## src/rtl/point_marker_overlay_if.sv

```systemverilog
// Point-detection result bus plus VGA scan position and marker outputs.
// The detector/scan side uses the master modport, the overlay block the slave.
interface point_marker_overlay_if;
    logic       i_finished;
    logic [9:0] i_centerX;
    logic [8:0] i_centerY;
    logic [2:0] i_mask;
    logic       i_clear;
    logic       i_frame_start;
    logic [9:0] i_x;
    logic [9:0] i_y;
    logic       o_marker;
    logic [1:0] o_marker_id;
    logic [2:0] o_num_points;
    logic       o_all_found;
    logic [2:0] o_last_mask;

    modport master (
        output i_finished, i_centerX, i_centerY, i_mask, i_clear, i_frame_start, i_x, i_y,
        input  o_marker, o_marker_id, o_num_points, o_all_found, o_last_mask
    );

    modport slave (
        input  i_finished, i_centerX, i_centerY, i_mask, i_clear, i_frame_start, i_x, i_y,
        output o_marker, o_marker_id, o_num_points, o_all_found, o_last_mask
    );
endinterface

```

## src/rtl/point_marker_overlay.sv

```systemverilog
// Point marker overlay: captures up to MAX_NUM detected point centres into a
// shadow bank, commits them to a display bank at each frame start, and flags
// scan positions that fall on a displayed marker (1-cycle registered latency).
// Optional macro CROSSHAIR_EN: draw a crosshair instead of a filled box.
module point_marker_overlay #(
    parameter int MAX_NUM   = 4,
    parameter int HALF_SIZE = 4,
    parameter int DUP_DIST  = 2
) (
    input logic clk,
    input logic rst,
    point_marker_overlay_if.slave bus
);
    typedef enum logic [1:0] {EMPTY, COLLECT, FULL} state_t;

    localparam logic [2:0]         MAX_CNT  = 3'(MAX_NUM);
    localparam logic signed [10:0] HALF_LIM = 11'(HALF_SIZE);
    localparam logic signed [10:0] DUP_LIM  = 11'(DUP_DIST);

    // 11-bit signed difference magnitude, so coordinates near 0 never wrap.
    function automatic logic signed [10:0] abs_diff(input logic [9:0] a, input logic [9:0] b);
        logic signed [10:0] d;
        d = $signed({1'b0, a}) - $signed({1'b0, b});
        return (d < 0) ? -d : d;
    endfunction

    function automatic logic near(input logic [9:0] a, input logic [9:0] b,
                                  input logic signed [10:0] lim);
        return abs_diff(a, b) <= lim;
    endfunction

    state_t             state;
    logic [2:0]         num;
    logic               all_found;
    logic [2:0]         last_mask;
    logic [2:0]         num_inc;

    logic [MAX_NUM-1:0] sh_vld;
    logic [9:0]         sh_cx [MAX_NUM];
    logic [8:0]         sh_cy [MAX_NUM];
    logic [MAX_NUM-1:0] dp_vld;
    logic [9:0]         dp_cx [MAX_NUM];
    logic [8:0]         dp_cy [MAX_NUM];

    logic               dup;
    logic               accept;
    logic               hit_any;
    logic [1:0]         hit_id;
    logic               marker_p1;
    logic [1:0]         marker_id_p1;

    assign num_inc = num + 3'd1;

    // Duplicate detection against every valid shadow slot.
    always_comb begin
        dup = 1'b0;
        for (int k = 0; k < MAX_NUM; k++) begin
            if (sh_vld[k] && near(bus.i_centerX, sh_cx[k], DUP_LIM) &&
                near({1'b0, bus.i_centerY}, {1'b0, sh_cy[k]}, DUP_LIM))
                dup = 1'b1;
        end
    end

    assign accept = bus.i_finished && (state != FULL) && !dup && !bus.i_clear;

    // Capture FSM: point count, full flag and last accepted mask.
    always_ff @(posedge clk) begin
        if (!rst) begin
            state     <= EMPTY;
            num       <= 3'd0;
            all_found <= 1'b0;
            last_mask <= 3'd0;
        end else if (bus.i_clear) begin
            state     <= EMPTY;
            num       <= 3'd0;
            all_found <= 1'b0;
        end else if (accept) begin
            num       <= num_inc;
            last_mask <= bus.i_mask;
            if (num_inc == MAX_CNT) begin
                state     <= FULL;
                all_found <= 1'b1;
            end else begin
                state     <= COLLECT;
            end
        end
    end

    // Shadow bank: an accepted point lands in the slot indexed by the current count.
    always_ff @(posedge clk) begin
        if (!rst) begin
            sh_vld <= '0;
            for (int k = 0; k < MAX_NUM; k++) begin
                sh_cx[k] <= 10'd0;
                sh_cy[k] <= 9'd0;
            end
        end else if (bus.i_clear) begin
            sh_vld <= '0;
        end else if (accept) begin
            for (int k = 0; k < MAX_NUM; k++) begin
                if (num == 3'(k)) begin
                    sh_vld[k] <= 1'b1;
                    sh_cx[k]  <= bus.i_centerX;
                    sh_cy[k]  <= bus.i_centerY;
                end
            end
        end
    end

    // Display bank: takes the pre-update shadow contents at frame start.
    always_ff @(posedge clk) begin
        if (!rst) begin
            dp_vld <= '0;
            for (int k = 0; k < MAX_NUM; k++) begin
                dp_cx[k] <= 10'd0;
                dp_cy[k] <= 9'd0;
            end
        end else if (bus.i_frame_start) begin
            dp_vld <= sh_vld;
            for (int k = 0; k < MAX_NUM; k++) begin
                dp_cx[k] <= sh_cx[k];
                dp_cy[k] <= sh_cy[k];
            end
        end
    end

    // Marker hit test; scanning from the top slot down lets the lowest slot win.
    always_comb begin
        hit_any = 1'b0;
        hit_id  = 2'd0;
        for (int k = MAX_NUM - 1; k >= 0; k--) begin
`ifdef CROSSHAIR_EN
            if (dp_vld[k] &&
                (((bus.i_x == dp_cx[k]) && near(bus.i_y, {1'b0, dp_cy[k]}, HALF_LIM)) ||
                 ((bus.i_y == {1'b0, dp_cy[k]}) && near(bus.i_x, dp_cx[k], HALF_LIM)))) begin
`else
            if (dp_vld[k] && near(bus.i_x, dp_cx[k], HALF_LIM) &&
                near(bus.i_y, {1'b0, dp_cy[k]}, HALF_LIM)) begin
`endif
                hit_any = 1'b1;
                hit_id  = 2'(k);
            end
        end
    end

    // Stage p1: registered marker flag and slot id.
    always_ff @(posedge clk) begin
        if (!rst) begin
            marker_p1    <= 1'b0;
            marker_id_p1 <= 2'd0;
        end else begin
            marker_p1    <= hit_any;
            marker_id_p1 <= hit_id;
        end
    end

    assign bus.o_marker     = marker_p1;
    assign bus.o_marker_id  = marker_id_p1;
    assign bus.o_num_points = num;
    assign bus.o_all_found  = all_found;
    assign bus.o_last_mask  = last_mask;
endmodule
```

## src/flat_wrapper.sv

```systemverilog
// flat-port wrapper written by rule: the top's interface ports become plain ports
module point_marker_overlay_flat 
#(
    parameter int MAX_NUM   = 4,
    parameter int HALF_SIZE = 4,
    parameter int DUP_DIST  = 2
)
  (clk, rst, bus_i_finished, bus_i_centerX, bus_i_centerY, bus_i_mask, bus_i_clear, bus_i_frame_start, bus_i_x, bus_i_y, bus_o_marker, bus_o_marker_id, bus_o_num_points, bus_o_all_found, bus_o_last_mask);
  point_marker_overlay_if bus_i ();
  input logic clk;
  input logic rst;
  input wire logic [$bits(bus_i.i_finished)-1:0] bus_i_finished;
  input wire logic [$bits(bus_i.i_centerX)-1:0] bus_i_centerX;
  input wire logic [$bits(bus_i.i_centerY)-1:0] bus_i_centerY;
  input wire logic [$bits(bus_i.i_mask)-1:0] bus_i_mask;
  input wire logic [$bits(bus_i.i_clear)-1:0] bus_i_clear;
  input wire logic [$bits(bus_i.i_frame_start)-1:0] bus_i_frame_start;
  input wire logic [$bits(bus_i.i_x)-1:0] bus_i_x;
  input wire logic [$bits(bus_i.i_y)-1:0] bus_i_y;
  output wire logic [$bits(bus_i.o_marker)-1:0] bus_o_marker;
  output wire logic [$bits(bus_i.o_marker_id)-1:0] bus_o_marker_id;
  output wire logic [$bits(bus_i.o_num_points)-1:0] bus_o_num_points;
  output wire logic [$bits(bus_i.o_all_found)-1:0] bus_o_all_found;
  output wire logic [$bits(bus_i.o_last_mask)-1:0] bus_o_last_mask;
  assign bus_i.i_finished = bus_i_finished;
  assign bus_i.i_centerX = bus_i_centerX;
  assign bus_i.i_centerY = bus_i_centerY;
  assign bus_i.i_mask = bus_i_mask;
  assign bus_i.i_clear = bus_i_clear;
  assign bus_i.i_frame_start = bus_i_frame_start;
  assign bus_i.i_x = bus_i_x;
  assign bus_i.i_y = bus_i_y;
  assign bus_o_marker = bus_i.o_marker;
  assign bus_o_marker_id = bus_i.o_marker_id;
  assign bus_o_num_points = bus_i.o_num_points;
  assign bus_o_all_found = bus_i.o_all_found;
  assign bus_o_last_mask = bus_i.o_last_mask;
  point_marker_overlay #(.MAX_NUM(MAX_NUM), .HALF_SIZE(HALF_SIZE), .DUP_DIST(DUP_DIST)) u_core (.clk(clk), .rst(rst), .bus(bus_i));
endmodule
```

## config.mk

```make
export PLATFORM = sky130hd
export DESIGN_NAME = point_marker_overlay_flat
export DESIGN_NICKNAME = d
export VERILOG_FILES = /design/src/rtl/point_marker_overlay_if.sv /design/src/rtl/point_marker_overlay.sv /design/src/flat_wrapper.sv
export SDC_FILE = /design/constraint.sdc
export NUM_CORES = 1
export LEC_CHECK = 0
export ABC_CLOCK_PERIOD_IN_PS = 7350
export CAP_MARGIN = 0
export CORE_ASPECT_RATIO = 0.6
export CORE_MARGIN = 1
export CORE_UTILIZATION = 50
export CTS_CLUSTER_SIZE = 28
export DETAILED_ROUTE_END_ITERATION = 10
export GPL_ROUTABILITY_DRIVEN = 0
export HOLD_SLACK_MARGIN = 0.12
export PLACE_DENSITY_LB_ADDON = 0.15
export SYNTH_ARGS = -nofsm -noshare
export SYNTH_HDL_FRONTEND = slang
export SYNTH_SLANG_ARGS = --single-unit
```

## constraint.sdc

```tcl
create_clock -name clk -period 7.35 [get_ports clk]
set_clock_uncertainty 0.1 [all_clocks]
set_input_delay 0.735 -clock clk [delete_from_list [all_inputs] [get_ports clk]]
set_output_delay 0.735 -clock clk [all_outputs]
set_load 0.01 [all_outputs]
```

==> results.txt <==
status: finished, final reports clean
Total Routed Length: 50200 um
Detailed Route Iter0 Violations: 1717
Synth Area in Adders: 12.9%
Placed Cells: 2499
RSZ-0062 raised after global routing: false
VDD IR max: 0.173 mV
Total GRT Usage: 27.8%
Synth warnings: 0
HP Class: reg2reg
Crit. End Element: flop
Buf+Inv Stages, Crit Path: 3
Clock Path Buffers: 2
Hold Buf Count CTS: 0
dpl hpwl: 39300 um
Finished Layout Cells: 2531
Seq cells post-synth: 172
Highest Clock Rate: 173 MHz
post-synthesis cell type count: 105
dominant cells by area after synthesis: edfxtp_1 26%, ha_1 11%, inv_1 4.6%
Synth Instances: 2030
syn_area_per_cell: 8.71 um2
Seq/Total Area, Yosys: 28.1%
DP Worst Slack: 1.21 ns
Worst Tran Pin Value: 1.07 ns
root buffer cell: clkbuf_16
TritonCTS Buffers: 17
Initial Util: 51.6%
number of antenna violations at the first check in global routing: 1
Post-synth ARST share: 0%
Leak: 0.00791 uW
die height: 148 um
post-route setup slack: 1.57 ns
nets: 2279
setup TNS after final layout: 0 ns
Util after Layout: 56.2%
CTS HTree Levels: 4
vias per inst: 6.24
area grow syn2layout: 8.84%
Post-synth EDFFs: 152
ys flop type: edfxtp_1
Crit path largest cell delay: 0.72 ns
Reg clk slew, reported paths: 0.07 ns
grt ovf: 0
cell accounting for the most synthesized area: edfxtp_1
type of the worst setup path: in2reg
fraction of layout cells with a size suffix above 1: 4.68%
clk sinks: 172
Final Hold Viols: 0
Tmin final: 5.78 ns
Vias: 15800
post-synthesis compound-gate area fraction: 22.9%
maxcap violations: 0
vias in the first global route: 14000
slowest cell on the critical path: clkdlybuf4s50_1
Multi-input gate area: 11600 um2
CP startpoint kind: input pin
core area: 34200 um2
Worst EP required: 7.23 ns
worst path arrival time: 5.66 ns
Die Area: 36100 um2
die width: 245 um
DRT Pass-1 Iters: 6
PortBufs: 56
clock latency reported for the late side of the worst-skew pair: 0.44 ns
Rel. slew slack: 27.9%
Fill cells: 3093
post-synthesis simple-gate area fraction: 23.6%
Power Total: 3390 uW
post-synthesis xor/xnor area fraction: 4.46%
post-CTS resize count: 0
largest net degree at the start of global routing: 93
Worst Path Max Fanout: 24
FF/Latch Area: 4960 um2
first-pass GRT wire length: 78900 um
worst path cell trace: clkdlybuf4s50_1 > inv_1 > fa_1 > nor2b_1 > o31a_1 > a21oi_1 > or4_1 > o41ai_1 > a32o_1 > o2111ai_1 > or4_4 > nand4_2 > buf_4 > nand2_1
DR DRC count: 0
mux cell area share after synthesis: 1.85%
I/O pins: 57
area of the mapped netlist: 17700 um2
diode count: 0
post-synth top area share: 25.8%
max-slew violations: 0
Antenna Violating Nets Remaining: 0
Power Density: 176 nW/um2
CP top delay family: simple AND/OR/NAND/NOR gates
combinational family with the most area after synthesis: simple AND/OR/NAND/NOR gates
Final Setup Violations: 0
CTS tree: done
Final period util: 78.7%
postcts setup bufs: 0
wire per inst: 19.8 um
row cnt: 52
syn_nets: 2250
[where the power goes]
part / leakage (uW) / internal, uW / switching, uW
logic: 0.00581 / 496 / 759
clock network: 0.000309 / 576 / 412
registers: 0.00179 / 1110 / 34.9
[cells in the final DEF (no fill, tap or decap), types with 27 or more instances in the layout]
master	count
mux2i_1	27
inv_1	216
nand2_1	90
a21oi_1	102
ha_1	157
nor2b_1	56
nand3_1	36
xnor2_1	53
o21ai_0	104
edfxtp_1	152
nor2_1	125
clkdlybuf4s50_1	54
a21o_1	34
a31oi_1	27
xor2_1	37
and4_1	58
nor3_1	53
and3_1	98
o21a_1	51
[worst min-delay path: stages (launching register included)]
cell and delay, ns:
dfxtp_1 0.31, nand2_1 0.05, mux2i_1 0.05
[layout make-up]
| type | count | area share (%) |
|---|---|---|
| Clock inverter | 15 | 1.09 |
| Tap cell | 459 | 2.99 |
| Timing Repair Buffer | 65 | 3.23 |
| Inverter | 217 | 4.23 |
| Multi-Input combinational cell | 1586 | 60.4 |
| Sequential cell | 172 | 25.8 |
| Clock buffer | 17 | 2.21 |
[state kept, by name (all words and copies together), names as in the netlist]
signal and count:
u_core.dp_vld 4, u_core.sh_vld 4, u_core.state 2, u_core.bus.o_last_mask 3, u_core.dp_cx 40, u_core.sh_cx 40, u_core.dp_cy 36, u_core.bus.o_num_points 3
u_core.bus.o_all_found 1, u_core.bus.o_marker 1, u_core.bus.o_marker_id 2, u_core.sh_cy 36
[per-stage QoR]
step / area (um2) / hold slack [ns]
after floorplan: 17700 / 0.335
after global placement: 18600 / 0.343
after detailed placement: 18600 / 0.355
after CTS: 19200 / 0.365
after global routing: 19200 / 0.380
final: 19200 / 0.361
[layer usage]
| metal | wire [um] | up-vias | global-route usage [%] |
|---|---|---|---|
| li1 | - | 7754 | - |
| met1 | 26200 | 7311 | 46.0 |
| met2 | 18000 | 676 | 34.5 |
| met3 | 5420 | 42 | 7.23 |
| met4 | 639 | 0 | 5.94 |
| met5 | 0 | - | 0 |
[kinds of logic (layout without fill, tap and decap cells)]
logic type               after synthesis  in the layout
multiplexers                          32             32
XOR/XNOR                              90             90
flip-flops                           172            172
adder cells (fa/ha/maj)              173            173
buffers and inverters                272            314
AND/OR/NAND/NOR                      714            714
AO/OA/AOI/OAI                        577            577
[cells in the mapped netlist, drive strengths merged, types with 16 or more instances]
library cell	n
mux2i	27
a21oi	103
and2	18
nor2	126
nand3	36
or4	16
a21o	34
and3	98
and4	59
edfxtp	152
or3	23
ha	157
nor2b	56
inv	216
xor2	37
dfxtp	20
nand2b	22
nor3	54
o31a	20
o21ai	112
nor4	27
clkbuf	42
nand2	90
o21a	51
o211ai	28
a211oi	27
or2	21
fa	16
xnor2	53
a31oi	28
[worst paths after layout]
check                                         startpoint                                     end  slack (ns)  cells past startpoint
setup / recovery                        bus_i_centerY[1]        u_core.sh_cx[3][6]$_SDFFCE_PN0P_        1.57                     14
hold / removal    u_core.bus.o_last_mask[1]$_SDFFE_PN0P_  u_core.bus.o_last_mask[1]$_SDFFE_PN0P_        0.36                      2
setup reg to reg        u_core.sh_cx[3][0]$_SDFFCE_PN0P_        u_core.sh_cx[3][6]$_SDFFCE_PN0P_        2.18                     15
hold reg to reg   u_core.bus.o_last_mask[1]$_SDFFE_PN0P_  u_core.bus.o_last_mask[1]$_SDFFE_PN0P_        0.36                      2
Power figures use the tool's default switching activity.
